### config.mk
export PLATFORM = sky130hd
export DESIGN_NAME = video_timing
export DESIGN_NICKNAME = d
export VERILOG_FILES = /design/src/rtl/video_timing_pkg.sv /design/src/rtl/video_timing.sv
export SDC_FILE = /design/constraint.sdc
export NUM_CORES = 1
export LEC_CHECK = 0
export CAP_MARGIN = 20
export CORE_AREA = 2 2 66 81
export DETAILED_ROUTE_END_ITERATION = 8
export DIE_AREA = 0 0 68 83
export PLACE_DENSITY = 0.78
export SYNTH_ARGS = -nofsm -noshare
export SYNTH_HDL_FRONTEND = slang
export SYNTH_SLANG_ARGS = --single-unit
export TNS_END_PERCENT = 20
### constraint.sdc
create_clock -name clkPixel -period 2.8 [get_ports clkPixel]
set_input_delay 0.56 -clock clkPixel [delete_from_list [all_inputs] [get_ports clkPixel]]
set_output_delay 0.56 -clock clkPixel [all_outputs]
set_load 0.05 [all_outputs]
### src/rtl/video_timing_pkg.sv
// Shared raster definitions: default 640x480@60 timing and the coordinate type
// used by the timing generator and the background layer.
package video_timing_pkg;

  typedef logic [9:0] coord_t;

  localparam int DEF_H_VISIBLE = 640;
  localparam int DEF_H_FRONT   = 16;
  localparam int DEF_H_SYNC    = 96;
  localparam int DEF_H_BACK    = 48;
  localparam int DEF_V_VISIBLE = 480;
  localparam int DEF_V_FRONT   = 10;
  localparam int DEF_V_SYNC    = 2;
  localparam int DEF_V_BACK    = 33;
  localparam int DEF_LINE_LEAD = 2;

endpackage

### src/rtl/video_timing.sv
// Raster timing generator: horizontal/vertical counters plus registered sync,
// position and early-warning strobes. Optional frame counter: VIDEO_TIMING_FRAME_COUNTER_EN.
module video_timing
  import video_timing_pkg::*;
#(
  parameter int H_VISIBLE = DEF_H_VISIBLE,
  parameter int H_FRONT   = DEF_H_FRONT,
  parameter int H_SYNC    = DEF_H_SYNC,
  parameter int H_BACK    = DEF_H_BACK,
  parameter int V_VISIBLE = DEF_V_VISIBLE,
  parameter int V_FRONT   = DEF_V_FRONT,
  parameter int V_SYNC    = DEF_V_SYNC,
  parameter int V_BACK    = DEF_V_BACK,
  parameter int LINE_LEAD = DEF_LINE_LEAD
) (
  input  logic   clkPixel,
  input  logic   reset,
  output coord_t hPos,
  output coord_t vPos,
  output logic   visible,
  output logic   hsync,
  output logic   vsync,
  output logic   hsyncStarting,
  output coord_t nextVPos,
  output logic   nextFrameActive,
  output logic   lineStarting,
  output logic   lineEnding,
  output logic   vblankStarting
`ifdef VIDEO_TIMING_FRAME_COUNTER_EN
  ,
  output logic [15:0] frameCount
`endif
);

  localparam int H_TOTAL = H_VISIBLE + H_FRONT + H_SYNC + H_BACK;
  localparam int V_TOTAL = V_VISIBLE + V_FRONT + V_SYNC + V_BACK;

  localparam coord_t H_LAST   = coord_t'(H_TOTAL - 1);
  localparam coord_t V_LAST   = coord_t'(V_TOTAL - 1);
  localparam coord_t H_VIS    = coord_t'(H_VISIBLE);
  localparam coord_t V_VIS    = coord_t'(V_VISIBLE);
  localparam coord_t HS_START = coord_t'(H_VISIBLE + H_FRONT);
  localparam coord_t HS_END   = coord_t'(H_VISIBLE + H_FRONT + H_SYNC);
  localparam coord_t VS_START = coord_t'(V_VISIBLE + V_FRONT);
  localparam coord_t VS_END   = coord_t'(V_VISIBLE + V_FRONT + V_SYNC);
  localparam coord_t LS_POS   = coord_t'(H_TOTAL - LINE_LEAD);
  localparam coord_t LE_POS   = coord_t'(H_VISIBLE - LINE_LEAD);

  if (LINE_LEAD >= H_FRONT + H_SYNC + H_BACK) begin : gLeadTooLong
    $error("video_timing: LINE_LEAD must be shorter than horizontal blanking");
  end
  if (LINE_LEAD == 0) begin : gLeadZero
    $error("video_timing: LINE_LEAD must be non-zero");
  end
  if (H_TOTAL > 1024 || V_TOTAL > 1024) begin : gTooLarge
    $error("video_timing: raster does not fit 10-bit counters");
  end

  coord_t hNext;
  coord_t vNext;
  coord_t nvNext;

  // Next-state counters; every registered output is decoded from these so it
  // lines up with the position it describes.
  always_comb begin
    hNext = hPos + 10'd1;
    vNext = vPos;
    if (hPos == H_LAST) begin
      hNext = 10'd0;
      if (vPos == V_LAST) begin
        vNext = 10'd0;
      end else begin
        vNext = vPos + 10'd1;
      end
    end else begin
      hNext = hPos + 10'd1;
      vNext = vPos;
    end
    nvNext = (vNext == V_LAST) ? 10'd0 : vNext + 10'd1;
  end

  // Counter and decoded-output registers.
  always_ff @(posedge clkPixel or posedge reset) begin
    if (reset) begin
      hPos            <= H_LAST;
      vPos            <= V_LAST;
      visible         <= 1'b0;
      hsync           <= 1'b1;
      vsync           <= 1'b1;
      hsyncStarting   <= 1'b0;
      nextVPos        <= 10'd0;
      nextFrameActive <= 1'b1;
      lineStarting    <= 1'b0;
      lineEnding      <= 1'b0;
      vblankStarting  <= 1'b0;
    end else begin
      hPos            <= hNext;
      vPos            <= vNext;
      visible         <= (hNext < H_VIS) && (vNext < V_VIS);
      hsync           <= !((hNext >= HS_START) && (hNext < HS_END));
      vsync           <= !((vNext >= VS_START) && (vNext < VS_END));
      hsyncStarting   <= (hNext == HS_START);
      nextVPos        <= nvNext;
      nextFrameActive <= (nvNext < V_VIS);
      lineStarting    <= (hNext == LS_POS) && (nvNext < V_VIS);
      lineEnding      <= (hNext == LE_POS) && (vNext < V_VIS);
      vblankStarting  <= (hNext == 10'd0) && (vNext == V_VIS);
    end
  end

`ifdef VIDEO_TIMING_FRAME_COUNTER_EN
  // Frame counter steps on the same edge that raises vblankStarting.
  always_ff @(posedge clkPixel or posedge reset) begin
    if (reset) begin
      frameCount <= 16'd0;
    end else if ((hNext == 10'd0) && (vNext == V_VIS)) begin
      frameCount <= frameCount + 16'd1;
    end else begin
      frameCount <= frameCount;
    end
  end
`endif

endmodule

==> results.tsv, run 1 <==
metric	value	unit
netlist_instances	224	
syn_nets	233	
holdPathStages	1	
p_comb_share	1.3	%
hpwl	4537	µm
rsz0062_at_grt	true	
p_total	936.8	µW
place_congestion	0.9045	
critical_path_peak_fanout	4	
tns	-92.08	ps
path_class	register to register	
cts_sinks	38	
cts-hold-fix-buffers	0	
yosys_warnings	0	
synth-seq-cells	38	
seq_area_frac_synth	43.65	%
setup_slack	-54.12	ps
worstSetupStartpoint	vPos[1]$_DFF_PP0_	
rr_worst_depth	14	
async_flop_share	100.0	%
maxUsedRoutingLayer	met4	
wl_per_cell	17.97	µm
clk_path_buf_depth	2	
switchingPower	212.6	µW
vias_per_cell	5.775	
relSlewSlack	63.00	%
area_growth	46.08	%
hold_viol	0	
start_kind	register	
layout_commonest_cell	clkdlybuf4s50_1	
grt_max_degree	39	
outcome	finished, violations left	
synth-edff-count	0	
clock.fmax	350.4	MHz
fp.dieH	83	µm
tightest_slew	549.1	ps
nNetsFinal	308	
rr_startpoint	vPos[1]$_DFF_PP0_	
grt_pass1_wl	9798	µm
die-area	0.005644	mm²
cts_htree_levels	2	
cp-end-kind	register	
wl_met3	329	µm
fin_crit_sh	101.9	%
violations	setup timing	
clkPwrFrac	40.0	%
vias	2079	
sw_frac_of_total	22.69	%
path_clk_slew	80	ps
ios	40	
grt_usage	23.15	%
portBuffers	39	
yosysUniqueCellTypes	54	
die_w	68	µm
final_cell_mix	39 x clkdlybuf4s50_1, 34 x buf_4, 25 x dfrtp_1	
insertedDiodeCount	0	
wl_met1	2459	µm
critPathArrivalTime	3070	ps
slew_violations	0	
seq_power_share	58.6	%
clock_skew	13.48	ps
r2r_slack	-50	ps
synth.avg_cell_area	9.892	µm²
wl	6470	µm
num_rows	28	
drive_gt1_share	34.00	%
first_pass_iters	4	
ant_nets	0	
drcViolationCount	0	
r2r_end	lineStarting$_DFF_PP0_	
p_leak	1.341	nW
drv_cap	0	
drtIter0Drc	157	
irDropWorstVdd	438.2	µV
hp-class	register to register	
period_minus_slack	2854	ps
finalSetupViolations	5	
internal-power	724.2	µW
gr-total-overflow	0	
cts_tree	yes	
synth_flop_cell	dfrtp_1	
synthesis.area	0.002216	mm²
clkLatencyLatePin	300	ps
dr_wl_met2	3340	µm
coreArea	0.004835	mm²
grt_pass1_vias	2031	
required	3020	ps
start_util	45.83	%
clockRootBuffer	clkbuf_8	
power.density	289.4	mW/mm²
numCtsBuffers	5	
antenna_found_initial	0	
critical_path.endpoint	lineStarting$_DFF_PP0_	
-- layer usage --
| layer | track usage (%) | vias to the layer above |
|---|---|---|
| met3 | 4.607 | 26 |
| met4 | 13.82 | 0 |
| met5 | 0 | - |
| li1 | - | 956 |
| met1 | 26.97 | 1013 |
| met2 | 37.86 | 84 |
-- cell families (layout without fill, tap and decap cells) --
group | after synthesis | in the layout | synth area share (%)
buffers and inverters | 24 | 100 | 5.025
AO/OA/AOI/OAI | 30 | 30 | 9.092
multiplexers | 3 | 3 | 2.145
flip-flops | 38 | 38 | 43.65
adder cells (fa/ha/maj) | 7 | 7 | 3.952
XOR/XNOR | 17 | 17 | 6.720
AND/OR/NAND/NOR | 105 | 105 | 29.42
-- timing repair --
action                                  4_1_cts  5_1_grt
gates resized for setup                       3       34
pin swaps                                     1       15
endpoints found under the setup margin        1        8
buffers inserted                              0       12
-- worst min path at each step --
stage,startpoint,slack [ps],endpoint
after floorplan,hPos[0]$_DFF_PP1_,680,hPos[0]$_DFF_PP1_
after CTS,hPos[2]$_DFF_PP1_,610,hPos[2]$_DFF_PP1_
final,hPos[2]$_DFF_PP1_,610,hPos[2]$_DFF_PP1_
after global placement,hPos[2]$_DFF_PP1_,590,hPos[2]$_DFF_PP1_
after detailed placement,hPos[2]$_DFF_PP1_,600,hPos[2]$_DFF_PP1_
after global routing,hPos[2]$_DFF_PP1_,630,hPos[2]$_DFF_PP1_
-- area by class of cell --
type | count | area [µm²]
Fill cell | 363 | 1598
Clock inverter | 2 | 10.01
Sequential cell | 38 | 974.7
Inverter | 18 | 67.56
Clock buffer | 6 | 72.57
Tap cell | 60 | 75.07
Timing Repair Buffer | 74 | 656.9
Multi-Input combinational cell | 162 | 1380
-- critical path, stage by stage, from the launching register on --
cell and delay [ps]:
dfrtp_1 410, inv_2 120, ha_1 190, and4bb_2 320, nand3_4 120, and2_4 200, nand2_2 80, o21ai_4 70
buf_4 150, inv_1 60, ha_2 190, nand3b_1 130, nor4_4 290, o32ai_2 160, nor4_4 270
-- cell usage after synthesis, types with 3 or more instances --
library cell	count	share of area [%]
xor2_1	3	1.2
nor4_1	5	1.4
a21oi_1	4	0.90
xnor2_1	14	5.5
a31oi_1	5	1.4
dfstp_2	13	15
o21ai_1	3	0.68
dfrtp_1	25	28
nor2_1	20	3.4
nand4_1	5	1.4
nor3_1	4	0.90
ha_1	7	4.0
nor4_2	4	2.3
nand2_1	15	2.5
and3_1	4	1.1
nand3_1	15	3.4
nand2b_1	4	1.1
and4_1	5	2.0
inv_1	18	3.0
o21ai_0	8	1.8
-- sequential cells by signal, summed over array words and instances (netlist names) --
| signal | flops |
|---|---|
| hPos | 10 |
| hsync | 1 |
| hsyncStarting | 1 |
| lineEnding | 1 |
| lineStarting | 1 |
| nextFrameActive | 1 |
| nextVPos | 10 |
| vPos | 10 |
| vblankStarting | 1 |
| visible | 1 |
| vsync | 1 |
-- metrics by stage --
stage | utilization (%) | worst slack [ps] | std cells | cell area (µm²) | hold WS [ps]
finish | 66.95 | -54.12 | 360 | 3237 | 609.3
floorplan | - | -168.1 | 224 | 2276 | 681.7
global route | 66.95 | -187.0 | 360 | 3237 | 626.0
global placement | 59.27 | 96.10 | 341 | 2865 | 590.3
detailed placement | 59.27 | -42.54 | 341 | 2865 | 597.7
CTS | 61.21 | 4.176 | 349 | 2959 | 608.2
-- power groups by stage --
stage               clock network (mW)  registers [mW]  logic [mW]
finish                           0.375           0.549      0.0126
CTS                              0.374           0.549      0.0136
floorplan                            0           0.559     0.00791
detailed placement                   0           0.559      0.0135
global placement                     0           0.559      0.0132
global route                     0.401           0.549      0.0153
Power figures use the tool's default switching activity.
==> inputs of run 2 (changes only) <==
- SKIP_CTS_REPAIR_TIMING: unset -> 1
==> results.tsv, run 2 (same netlist as run 1, synthesis figures left out) <==
metric	value	unit
nNetsFinal	317	
critical_path_peak_fanout	4	
final_cell_mix	41 x buf_4, 39 x clkdlybuf4s50_1, 25 x dfrtp_1	
period_minus_slack	2769	ps
area_growth	49.18	%
grt_max_degree	39	
hpwl	4537	µm
cts_sinks	38	
vias	2111	
grt_usage	23.18	%
ant_nets	0	
cts_tree	yes	
portBuffers	39	
outcome	finished, final reports clean	
path_class	register to register	
num-fill-cells	352	
required	3010	ps
die-area	0.005644	mm²
die_w	68	µm
clk_path_buf_depth	2	
power.density	282.0	mW/mm²
slowest_stage	dfrtp_1	
reg_top3	hPos (10), nextVPos (10), vPos (10)	
hold_viol	0	
place_congestion	0.9045	
clockRootBuffer	clkbuf_8	
p_leak	1.384	nW
path_clk_slew	80	ps
wl	6411	µm
first_pass_iters	4	
final_cells	369	
start_util	45.83	%
finalSetupViolations	0	
fp.dieH	83	µm
seq_area	974.7	µm²
hp-class	register to register	
vias_per_cell	5.721	
slowest_delay	410	ps
drive_gt1_share	36.25	%
drtIter0Drc	148	
multi_input_area	0.001374	mm²
drcViolationCount	0	
start_kind	register	
cp-end-kind	register	
gr-total-overflow	0	
placed_cells	341	
rsz0062_at_grt	true	
relSlewSlack	62.95	%
drv_cap	0	
layout_commonest_cell	buf_4	
tightest_slew	550.0	ps
clkLatencyLatePin	300	ps
tns	0	ps
grt_pass1_wl	9818	µm
antenna_found_initial	0	
clock.fmax	361.1	MHz
num_rows	28	
irDropWorstVdd	431.7	µV
critPathArrivalTime	2980	ps
coreArea	0.004835	mm²
numCtsBuffers	5	
grt_pass1_vias	2040	
clock_skew	11.87	ps
cts_htree_levels	2	
wl_per_cell	17.37	µm
fin_crit_sh	98.89	%
insertedDiodeCount	0	
ios	40	
fin_hold_ws	605.9	ps
crit_chain	inv_2 > ha_1 > and4bb_2 > nand3_2 > and2_4 > nand2_2 > o21ai_4 > buf_6 > inv_2 > ha_2 > nand3b_1 > nor4_4 > o32ai_4 > nor4_4	
slew_violations	0	
run 2: cell types whose count changed in the layout (fill, tap and decap cells not counted), sizes merged:
cell / delta
buf: +9
run 2: final timing paths:
| kind | from | endpoint | slack [ps] | depth (start not counted) |
|---|---|---|---|---|
| max | vPos[0]$_DFF_PP0_ | lineStarting$_DFF_PP0_ | 30 | 14 |
| max reg2reg | vPos[0]$_DFF_PP0_ | lineStarting$_DFF_PP0_ | 30 | 14 |
| max in group asynchronous | reset | vPos[9]$_DFF_PP1_ | 1770 | 3 |
| min | hPos[2]$_DFF_PP1_ | hPos[2]$_DFF_PP1_ | 610 | 1 |
| min reg2reg | hPos[2]$_DFF_PP1_ | hPos[2]$_DFF_PP1_ | 610 | 1 |
| min in group asynchronous | reset | nextVPos[2]$_DFF_PP0_ | 660 | 3 |
run 2: final cells by class:
class                   count  area share, %
multi-input cells         162          41.56
clock inverters             2         0.3028
clock buffers               6          2.195
inverters                  18          2.044
repair buffers             83          22.14
flip-flops and latches     38          29.49
well taps                  60          2.271
run 2: worst max-delay path: cells and delay by family (launching register included):
kind / cells / cell delay (ps)
fa+ha+maj: 2 / 350
compound gates: 2 / 240
simple gates: 7 / 1410
buf+inv: 3 / 280
flops: 1 / 410
run 2: per-layer routing:
layer  share of wire [%]  GRT usage (%)
met1                  38          26.97
met2                  52          37.86
met3                 4.8          4.607
met4                 5.3          14.00
met5                   0              0
run 2: stage by stage:
| step | utilization, % | cell area (µm²) | setup slack (ps) | total power [mW] |
|---|---|---|---|---|
| CTS | 60.97 | 2948 | -66.18 | 0.9368 |
| detailed placement | 59.27 | 2865 | -42.54 | 0.5727 |
| floorplan | - | 2276 | -168.1 | 0.5671 |
| global route | 68.37 | 3306 | -70.77 | 0.9681 |
| global placement | 59.27 | 2865 | 96.10 | 0.5724 |
| finish | 68.37 | 3306 | 31.06 | 0.9323 |
run 2: report_power, final:
| part | internal [mW] | total, mW | switching [mW] |
|---|---|---|---|
| sequential | 0.549 | 0.549 | 0 |
| combinational | 0.00223 | 0.0125 | 0.0103 |
| clock | 0.173 | 0.370 | 0.198 |
==> inputs of run 3 (changes only) <==
- GPL_ROUTABILITY_DRIVEN: unset -> 0
- SLEW_MARGIN: unset -> 20
==> results.tsv, run 3 (same netlist as run 1, synthesis figures left out) <==
metric	value	unit
critical_path_peak_fanout	5	
critPathArrivalTime	2920	ps
gr-total-overflow	0	
slowest_delay	650	ps
place_ws	8.895	ps
antenna_found_initial	0	
start_kind	register	
finalSetupViolations	0	
clockRootBuffer	clkbuf_8	
insertedDiodeCount	0	
fin_area	0.003222	mm²
internal-power	931.4	µW
num_rows	28	
tightest_slew	525.0	ps
multi_input_area	0.001290	mm²
die_w	68	µm
drive_gt1_share	32.12	%
hp-class	register to register	
numCtsBuffers	5	
clock.fmax	369.3	MHz
die-area	0.005644	mm²
coreArea	0.004835	mm²
hold_viol	0	
sw_frac_of_total	18.81	%
seq_area	974.7	µm²
drcViolationCount	0	
grt_max_degree	39	
path_clk_slew	80	ps
cts_tree	yes	
switchingPower	215.8	µW
vias_per_cell	5.696	
p_leak	1.346	nW
outcome	finished, final reports clean	
clk_path_buf_depth	2	
relSlewSlack	64.75	%
setup_slack	91.83	ps
first_pass_iters	4	
slew_violations	0	
start_util	45.83	%
ant_nets	0	
clock_skew	6.521	ps
reg_top3	hPos (10), nextVPos (10), vPos (10)	
period_minus_slack	2708	ps
placed_cell_area	0.002880	mm²
clkPwrFrac	51.0	%
wl_per_cell	17.19	µm
drv_cap	0	
drtIter0Drc	228	
cts_htree_levels	2	
cp-end-kind	register	
layout_commonest_cell	clkdlybuf4s50_1	
grt_pass1_wl	9763	µm
num-fill-cells	395	
portBuffers	39	
wl	6224	µm
crit_chain	ha_4 > nand4_4 > nor4_4 > mux2_4 > or4_4 > o21ai_2 > a31oi_4 > nor4_2	
required	3010	ps
grt_usage	22.95	%
grt_pass1_vias	2037	
vias	2062	
area_growth	45.40	%
placed_cells	343	
final_cell_mix	39 x clkdlybuf4s50_1, 36 x buf_4, 25 x dfrtp_1	
fin_crit_sh	96.72	%
nNetsFinal	310	
hpwl	4503	µm
fp.dieH	83	µm
power.density	356.1	mW/mm²
irDropWorstVdd	216.2	µV
p_comb_share	1.1	%
clkLatencyLatePin	300	ps
seq_power_share	47.9	%
cts_sinks	38	
slowest_stage	dfstp_4	
ios	40	
path_class	register to register	
final_cells	362	
## run 3: metrics by stage
stage / hold slack, ps / utilization (%) / TNS [ps] / total power [mW]
after global placement: 591.6 / 59.58 / 0 / 0.5724
after global routing: 629.3 / 66.64 / -152.4 / 1.177
after CTS: 610.2 / 62.53 / -17.09 / 1.149
final: 612.5 / 66.64 / 0 / 1.147
after detailed placement: 597.7 / 59.58 / 0 / 0.5728
after floorplan: 681.7 / - / -328.2 / 0.5671
## run 3: cell type report
class / count / share of cell area, %
well taps: 60 / 2.330
flip-flops and latches: 38 / 30.25
inverters: 18 / 2.097
clock inverters: 2 / 1.864
clock buffers: 6 / 2.563
multi-input cells: 162 / 40.04
repair buffers: 76 / 20.85
## run 3: worst paths after layout
path,slack [ps],end,start,cells after the start
worst max-delay path,90,lineStarting$_DFF_PP0_,hPos[1]$_DFF_PP1_,8
worst min-delay path,610,hPos[2]$_DFF_PP1_,hPos[2]$_DFF_PP1_,1
worst max register to register,90,lineStarting$_DFF_PP0_,hPos[1]$_DFF_PP1_,8
worst min register to register,610,hPos[2]$_DFF_PP1_,hPos[2]$_DFF_PP1_,1
max in group asynchronous,1790,vPos[3]$_DFF_PP1_,reset,3
min in group asynchronous,660,lineEnding$_DFF_PP0_,reset,3
## run 3: metal layers
metal	wire [µm]	GRT usage [%]	part of all wire [%]
met5	0	0	0
met1	2334	26.33	38
met3	303	4.878	4.9
met2	3318	39.36	53
met4	268	10.36	4.3
## run 3: worst max-delay path, delay by kind of cell, from the launching register on
family                   cells  cell delay (ps)
multiplexers                 1              360
flip-flops                   1              650
AO/OA/AOI/OAI                2              260
adder cells (fa/ha/maj)      1              160
AND/OR/NAND/NOR              4             1180
## run 3: power groups by stage
stage / clock network [mW] / registers (mW) / logic [mW]
after floorplan: 0 / 0.559 / 0.00791
after global placement: 0 / 0.559 / 0.0132
after detailed placement: 0 / 0.559 / 0.0136
after CTS: 0.586 / 0.549 / 0.0136
after global routing: 0.613 / 0.549 / 0.0150
final: 0.585 / 0.549 / 0.0125
